**config.mk**
```make
export PLATFORM = sky130hd
export DESIGN_NAME = execute_cc_mreg
export DESIGN_NICKNAME = d
export VERILOG_FILES = /design/src/rtl/y86_pkg.sv /design/src/rtl/cond_eval.sv /design/src/rtl/execute_cc_mreg.sv
export SDC_FILE = /design/constraint.sdc
export NUM_CORES = 1
export LEC_CHECK = 0
export ABC_CLOCK_PERIOD_IN_PS = 1600
export CORE_AREA = 10 10 161 163
export CTS_CLUSTER_DIAMETER = 40
export DETAILED_ROUTE_END_ITERATION = 10
export DIE_AREA = 0 0 171 173
export GPL_TIMING_DRIVEN = 0
export HOLD_SLACK_MARGIN = 0.1
export PLACE_DENSITY = 0.66
export SYNTH_ARGS = -nofsm -noshare
export SYNTH_HDL_FRONTEND = slang
export SYNTH_SLANG_ARGS = --single-unit
```
**constraint.sdc**
```tcl
create_clock -name clk -period 1.6 [get_ports clk]
set_input_delay 0.32 -clock clk [delete_from_list [all_inputs] [get_ports clk]]
set_output_delay 0.32 -clock clk [all_outputs]
set_load 0.02 [all_outputs]
```
**src/rtl/y86_pkg.sv**
```systemverilog
// Shared Y86-64 encodings: instruction codes, condition functions, status codes,
// register sentinel, ALU functions and condition-code bit positions.
package y86_pkg;

    localparam logic [3:0] IHALT   = 4'h0;
    localparam logic [3:0] INOP    = 4'h1;
    localparam logic [3:0] IRRMOVQ = 4'h2;
    localparam logic [3:0] IIRMOVQ = 4'h3;
    localparam logic [3:0] IRMMOVQ = 4'h4;
    localparam logic [3:0] IMRMOVQ = 4'h5;
    localparam logic [3:0] IOPQ    = 4'h6;
    localparam logic [3:0] IJXX    = 4'h7;
    localparam logic [3:0] ICALL   = 4'h8;
    localparam logic [3:0] IRET    = 4'h9;
    localparam logic [3:0] IPUSHQ  = 4'hA;
    localparam logic [3:0] IPOPQ   = 4'hB;

    localparam logic [3:0] C_YES = 4'h0;
    localparam logic [3:0] C_LE  = 4'h1;
    localparam logic [3:0] C_L   = 4'h2;
    localparam logic [3:0] C_E   = 4'h3;
    localparam logic [3:0] C_NE  = 4'h4;
    localparam logic [3:0] C_GE  = 4'h5;
    localparam logic [3:0] C_G   = 4'h6;

    localparam logic [2:0] SAOK = 3'd1;
    localparam logic [2:0] SHLT = 3'd2;
    localparam logic [2:0] SADR = 3'd3;
    localparam logic [2:0] SINS = 3'd4;

    localparam logic [3:0] RNONE = 4'hF;

    localparam logic [1:0] ALU_ADD = 2'b00;
    localparam logic [1:0] ALU_SUB = 2'b01;
    localparam logic [1:0] ALU_AND = 2'b10;
    localparam logic [1:0] ALU_XOR = 2'b11;

    localparam int CC_ZF = 2;
    localparam int CC_SF = 1;
    localparam int CC_OF = 0;

endpackage

```
**src/rtl/cond_eval.sv**
```systemverilog
// Evaluates a jXX/cmovXX condition from a {ZF,SF,OF} snapshot.
// Purely combinational so it can be shared with the branch-predict checker.
module cond_eval
    import y86_pkg::*;
(
    input  logic [2:0] cc,
    input  logic [3:0] ifun,
    output logic       cnd
);

    logic w_zf;
    logic w_lt;

    assign w_zf = cc[CC_ZF];
    assign w_lt = cc[CC_SF] ^ cc[CC_OF];

    always_comb begin
        cnd = 1'b0;
        case (ifun)
            C_YES:   cnd = 1'b1;
            C_LE:    cnd = w_lt | w_zf;
            C_L:     cnd = w_lt;
            C_E:     cnd = w_zf;
            C_NE:    cnd = ~w_zf;
            C_GE:    cnd = ~w_lt;
            C_G:     cnd = ~w_lt & ~w_zf;
            default: cnd = 1'b0;
        endcase
    end

endmodule

```
**src/rtl/execute_cc_mreg.sv**
```systemverilog
// Execute-stage back half: flag derivation, condition-code register, Cnd
// evaluation and the E/M pipeline register with stall/bubble control.
module execute_cc_mreg
    import y86_pkg::*;
#(
    parameter int W      = 64,
    parameter int STAT_W = 3
) (
    input  logic              clk,
    input  logic              rst_n,
    input  logic [STAT_W-1:0] E_stat,
    input  logic [3:0]        E_icode,
    input  logic [3:0]        E_ifun,
    input  logic [W-1:0]      E_valA,
    input  logic [3:0]        E_dstE,
    input  logic [3:0]        E_dstM,
    input  logic [1:0]        alu_fun,
    input  logic [W-1:0]      alu_a,
    input  logic [W-1:0]      alu_b,
    input  logic [W-1:0]      e_valE,
    input  logic [STAT_W-1:0] m_stat,
    input  logic [STAT_W-1:0] W_stat,
    input  logic              M_stall,
    input  logic              M_bubble,
    output logic              e_Cnd,
    output logic [3:0]        e_dstE,
    output logic [2:0]        cc_q,
    output logic [STAT_W-1:0] M_stat,
    output logic [3:0]        M_icode,
    output logic              M_Cnd,
    output logic [W-1:0]      M_valE,
    output logic [W-1:0]      M_valA,
    output logic [3:0]        M_dstE,
    output logic [3:0]        M_dstM
);

    localparam logic [STAT_W-1:0] STAT_AOK = STAT_W'(SAOK);
    localparam logic [STAT_W-1:0] STAT_HLT = STAT_W'(SHLT);
    localparam logic [STAT_W-1:0] STAT_ADR = STAT_W'(SADR);
    localparam logic [STAT_W-1:0] STAT_INS = STAT_W'(SINS);

    logic              w_of;
    logic [2:0]        w_flags;
    logic              w_m_exc;
    logic              w_w_exc;
    logic              w_set_cc;
    logic [2:0]        r_cc;
    logic [STAT_W-1:0] r_stat;
    logic [3:0]        r_icode;
    logic              r_cnd;
    logic [W-1:0]      r_valE;
    logic [W-1:0]      r_valA;
    logic [3:0]        r_dstE;
    logic [3:0]        r_dstM;

    always_comb begin
        w_of = 1'b0;
        case (alu_fun)
            ALU_ADD: w_of = (alu_a[W-1] == alu_b[W-1]) && (e_valE[W-1] != alu_a[W-1]);
            ALU_SUB: w_of = (alu_a[W-1] != alu_b[W-1]) && (e_valE[W-1] != alu_a[W-1]);
            default: w_of = 1'b0;
        endcase
    end

    assign w_flags = {(e_valE == '0), e_valE[W-1], w_of};

    // An exception further down the pipe must not let a younger OPq alter the CCs.
    assign w_m_exc  = (m_stat == STAT_ADR) || (m_stat == STAT_INS) || (m_stat == STAT_HLT);
    assign w_w_exc  = (W_stat == STAT_ADR) || (W_stat == STAT_INS) || (W_stat == STAT_HLT);
    assign w_set_cc = (E_icode == IOPQ) && !w_m_exc && !w_w_exc && !M_stall;

    always_ff @(posedge clk or negedge rst_n) begin
        if (!rst_n) begin
            r_cc <= 3'b100;
        end else if (w_set_cc) begin
            r_cc <= w_flags;
        end
    end

    assign cc_q = r_cc;

    cond_eval u_cond_eval (
        .cc   (r_cc),
        .ifun (E_ifun),
        .cnd  (e_Cnd)
    );

    assign e_dstE = ((E_icode == IRRMOVQ) && !e_Cnd) ? RNONE : E_dstE;

    always_ff @(posedge clk or negedge rst_n) begin
        if (!rst_n) begin
            r_stat  <= STAT_AOK;
            r_icode <= INOP;
            r_cnd   <= 1'b0;
            r_valE  <= '0;
            r_valA  <= '0;
            r_dstE  <= RNONE;
            r_dstM  <= RNONE;
        end else if (M_stall) begin
            r_stat  <= r_stat;
        end else if (M_bubble) begin
            r_stat  <= STAT_AOK;
            r_icode <= INOP;
            r_cnd   <= 1'b0;
            r_valE  <= '0;
            r_valA  <= '0;
            r_dstE  <= RNONE;
            r_dstM  <= RNONE;
        end else begin
            r_stat  <= E_stat;
            r_icode <= E_icode;
            r_cnd   <= e_Cnd;
            r_valE  <= e_valE;
            r_valA  <= E_valA;
            r_dstE  <= e_dstE;
            r_dstM  <= E_dstM;
        end
    end

    assign M_stat  = r_stat;
    assign M_icode = r_icode;
    assign M_Cnd   = r_cnd;
    assign M_valE  = r_valE;
    assign M_valA  = r_valA;
    assign M_dstE  = r_dstE;
    assign M_dstM  = r_dstM;

endmodule

```
# Word-level counts from Yosys, hierarchy flattened
# Index checks and enable logic that the tools add are counted.
# word_totals
inputBits	287
register_bits	147
wordCells	58
# classes
n_eq_ne	18
mux	10
bitwise_logic	5
reduce_logical	17
# ops
operator	count
two-way mux 64 bit	2
zero test 64 bit	1
equality test 4 x 3 -> 1 bit (second input constant)	4
two-way mux 4 bit	4
equality test 3 x 2 -> 1 bit (second input constant)	4
equality test 4 x 2 -> 1 bit (second input constant)	3
case mux 1 bit (7 select lines)	1
equality test 3 bit (second input constant)	2
logical AND 1 bit	6
equality test 4 x 1 -> 1 bit (second input constant)	1
zero test 1 bit	4
zero test 4 bit	1
logical OR 1 bit	4
two-way mux 3 bit	1
equality test 2 x 1 -> 1 bit (second input constant)	1
zero test 2 bit	1
inequality test 1 bit	2
NOT 1 bit	2
case mux 1 bit (2 select lines)	1
bitwise AND 1 bit	1
equality test 1 bit	1
two-way mux 1 bit	1
bitwise OR 1 bit	1
bitwise XOR 1 bit	1

# Depth between registers and ports, before layout
# depth
word_depth	8
mapped_depth	5
depth_no_buf	4

# Modules after synthesis
# From an unflattened synthesis, not the netlist that was laid out.
# hier_totals
hier_cells	670
area_unflattened_um2	6363.6
# by_module_without_submodules
module	cells_each	area_per_inst_um2	n_inst	seq_area_each_um2
execute_cc_mreg	660	6282.3	1	3692.3
cond_eval	10	81.3	1	0.0

# Worst setup path before layout
# OpenSTA, ideal clock, no wires.
# synth_timing
path_kind	flip-flop to output port
startpoint	reg r_cc[2], in the netlist cc_q[2]
endpoint	out e_Cnd
setup_slack_ns	-0.163
path_stages_with_launch	4
t_required_ns	1.280
path_buffers	0
t_arrival_ns	1.443
cell_sequence	dfstp_2 -> nor2b_1 -> o211a_1 -> nor3_1
# synth_via
elab_chain_cells	3
word_cells_on_any_way	4
classes_between	mux (1); bitwise (3)
# synth_lines
element	line_no	rtl
start: declaration	execute_cc_mreg.sv:47	logic [2:0] r_cc;
start signal: assignment	execute_cc_mreg.sv:76	r_cc <= w_flags;
NOT 1 bit	cond_eval.sv:24, cond_eval.sv:26	
bitwise AND 1 bit	cond_eval.sv:26	C_G: cnd = ~w_lt & ~w_zf;
case mux 1 bit (7 select lines) *	cond_eval.sv:19	case (ifun)
end: declaration	execute_cc_mreg.sv:25	output logic e_Cnd,
# Every way passes the cells marked *; elsewhere a longest branch is shown, timed or not.

# Worst setup path in the final report
# layout_timing
startpoint	reg r_cc[2], in the netlist cc_q[2]
endpoint	out e_dstE[1]
# layout_via
elab_chain_cells	6
word_cells_on_any_way	7
classes_between	mux (2); bitwise (3); reduce/logical (2)
# layout_lines
element	line_no	rtl
NOT 1 bit	cond_eval.sv:24, cond_eval.sv:26	
bitwise AND 1 bit	cond_eval.sv:26	
case mux 1 bit (7 select lines) *	cond_eval.sv:19	
zero test 1 bit *	execute_cc_mreg.sv:88	assign e_dstE = ((E_icode == IRRMOVQ) && !e_Cnd) ? RNONE : E_dstE;
logical AND 1 bit *	execute_cc_mreg.sv:88	
two-way mux 4 bit *	execute_cc_mreg.sv:88	
end: declaration	execute_cc_mreg.sv:26	output logic [3:0] e_dstE,
# Marked as above.

==> impl_metrics.csv <==
group,metric,value,unit
outcome,violations,"setup timing",
cts,worstSkewPairLatency,0.40,ns
setup_path,rr_endpoint,"M_dstE[0]$_DFFE_PN1N_",
placement,dpl.hpwl,20050,um
finish,final-seq-area,3692,sq um
placement,place_area,9861,sq um
die,die_w,171,um
die,die_h,173,um
yosys,yosysWarnings,0,
yosys,syn-cell-area,6367,sq um
sta,fin_skew,0.005344,ns
finish,utilization,0.4643,
die,die_area,29580,sq um
yosys,synth_area_leaders,"dfrtp_1 (53%), nand2b_1 (13%), o21ai_0 (10%), nand2_1 (8.0%), dfstp_2 (4.5%)",
worst_hold_path,holdPathStages,3,
grt,antenna_found_initial,3,
setup_path,critPathKind,"reg -> out",
grt,grt_pass1_wl,39190,um
setup_path,worstPathArrival,1.86,ns
finish,fin_area,10480,sq um
yosys,synthArstFlopShare,1.000,
sta,rsz0062_at_grt,"yes",
detailed_routing,first_pass_iters,4,
setup_path,worst-r2r-setup-slack,0.06,ns
sta,worst_pin_slew,0.7796,ns
worst_hold_path,hold_class,"in -> reg",
detailed_routing,wl_per_cell,19.85,um
finish,nets,1293,
sta,slew_viol_final,0,
worst_hold_path,hold_end,"M_valE[43]$_DFFE_PN0N_",
cts,h-tree-depth,4,
detailed_routing,drtIter0Drc,380,
finish,drive_gt1_frac,0.08350,
finish,area_delta_synth_final,64.59,%
detailed_routing,drc,0,
setup_path,path_max_fanout,5,
yosys,ys.flop_type,"dfrtp_1",
cts,clk_pin_slew,0.07,ns
yosys,synth_cell_types,27,
setup_path,reg2reg_from,"cc_q[2]$_DFFE_PN1P_",
finish,multi_input_area,2599,sq um
yosys,synthCells,669,
setup_path,endpoint_kind,"primary output",
sta,relSlewSlack,0.4803,
placement,port_buffers,310,
grt,first_global_vias,6356,
sta,worst_slack,-0.5760,ns
setup_path,crit_required,1.28,ns
yosys,ys_ff_latch,147,
die,num_rows,55,
finish,nFillCells,2254,
yosys,ys_seq_area_frac,0.5799,
cts,cts_num_sinks,147,
job,max_cap_viol_count,0,
grt,overflow,0,
cts,cts_buffer_depth,2,
yosys,synth.avg_cell_area,9.518,sq um
die,start_util,0.2821,
cts,cts_made_buffers,17,
sta,finalSetupViolations,7,
detailed_routing,ant_nets,0,
power_and_ir_drop,p_leak,4.808,nW
grt,grt_max_degree,80,
yosys,synth_top_cell_area_share,0.5345,
yosys,yosysTopAreaCell,"dfrtp_1",
detailed_routing,vias,5939,
cts,cts_tree,"built",
detailed_routing,via_per_inst,4.554,
power_and_ir_drop,cellPowerDensity,999.5,nW/um^2
placement,place.gp.congestion,0.8185,
setup_path,r2r_cells,6,
sta,fmax,459.6,MHz
grt,gr-usage-all-layers,0.1708,
sta,finalHoldViolCount,0,
setup_path,start_kind,"flop",
sta,fin_hold_ws,0.4258,ns
sta,fin_crit,2.176,ns
worst_hold_path,hp-start,"M_bubble",
cts,ctsRootBufferMaster,"clkbuf_16",
die,io_pins,439,
yosys,syn_nets,956,
power_and_ir_drop,ir_drop,0.0006076,V
yosys,synth.top_cells.by_count,"dfrtp_1 (136), nand2_1 (135), o21ai_0 (133)",
yosys,synth_most_common_cell,"dfrtp_1",
die,core,22570,sq um
yosys,synth_edf_count,0,
detailed_routing,drt-total-wl,25880,um
outcome,status,"complete, but fails checks",
power_and_ir_drop,p_total,10.48,mW
sta,fin_crit_sh,1.360,
worst max path at each step:
stage                              from  slack [ns]  depth (start not counted)               endpoint
global route        cc_q[0]$_DFFE_PN0P_       -0.68                          6              e_dstE[2]
global placement                  rst_n       -6.09                          1  M_valE[0]$_DFFE_PN0N_
detailed placement            E_ifun[0]       -1.19                          6              e_dstE[3]
CTS                 cc_q[2]$_DFFE_PN1P_       -0.65                          6              e_dstE[1]
floorplan           cc_q[2]$_DFFE_PN1P_       -0.14                          4              e_dstE[0]
finish              cc_q[2]$_DFFE_PN1P_       -0.58                          6              e_dstE[1]
logic make-up after synthesis:
group,count (synthesis),share of synthesized area
AND/OR/NAND/NOR,315,0.2511
AO/OA/AOI/OAI,150,0.1269
XOR/XNOR,2,0.002752
multiplexers,6,0.01002
buffers and inverters,49,0.02928
flip-flops,147,0.5799
critical path, cell delays in order (launching register included):
cell	delay (ns)
dfstp_2	0.58
nor2b_2	0.07
o211a_4	0.24
o31ai_4	0.20
buf_6	0.16
nand2b_1	0.07
buf_6	0.13
layout by cell type, fill, tap and decap left out, types with 7 or more instances in the layout:
master,synthesis,final
o21ai_0,133,133
clkdlybuf4s15_2,0,9
nor4_1,17,12
nor2b_1,9,8
buf_6,0,7
clkbuf_16,0,17
clkbuf_1,30,32
dlygate4sd2_1,0,139
nand2b_1,132,132
dfrtp_1,136,136
nor2_1,11,11
buf_1,15,15
clkdlybuf4s50_1,0,154
nand2_1,135,135
dfstp_2,11,11
registers in the layout, summed over array words and instances, names as in the netlist:
name     count
M_Cnd        1
M_valA      64
cc_q         3
M_valE      64
M_dstE       4
M_icode      4
M_stat       3
M_dstM       4
area by class of cell:
type,count,area share
timing repair buffer,318,0.2893
inverter,2,0.0007163
clock inverter,12,0.01707
antenna,1,0.0002388
multi-input combinational,473,0.2480
buffer,47,0.01707
clock buffer,19,0.04131
sequential,147,0.3523
tap,285,0.03403
metrics by stage:
step / TNS [ns] / setup slack, ns / instances
after CTS: -3.452 / -0.6544 / 1301
after detailed placement: -42.01 / -1.188 / 1265
after global routing: -3.909 / -0.6823 / 1304
after global placement: -909.17 / -6.085 / 1264
after floorplan: -0.5766 / -0.1441 / 669
final: -3.059 / -0.5760 / 1304
per-layer routing:
| metal | up-vias | GRT usage | share of wire | wire, um |
|---|---|---|---|---|
| met5 | - | 0 | 0.0010 | 27 |
| li1 | 2886 | - | - | - |
| met3 | 13 | 0.06900 | 0.092 | 2386 |
| met2 | 211 | 0.2772 | 0.47 | 12200 |
| met4 | 4 | 0.03153 | 0.0072 | 186 |
| met1 | 2825 | 0.2093 | 0.43 | 11080 |
what timing repair did:
item                                    in CTS  in global routing
gates cloned                                 0                  0
pin swaps                                    7                  7
hold endpoints to repair                    76                  0
resized for setup                          210                  9
hold buffers                                 1                  0
endpoints found under the setup margin     153                 14
buffers inserted                             4                  2
power by group:
| part | internal [mW] | total (mW) | switching, mW |
|---|---|---|---|
| clock | 2.62 | 4.27 | 1.66 |
| combinational | 0.906 | 2.02 | 1.11 |
| sequential | 4.02 | 4.18 | 0.156 |
| total | 7.55 | 10.5 | 2.93 |
Power figures use the tool's default switching activity.
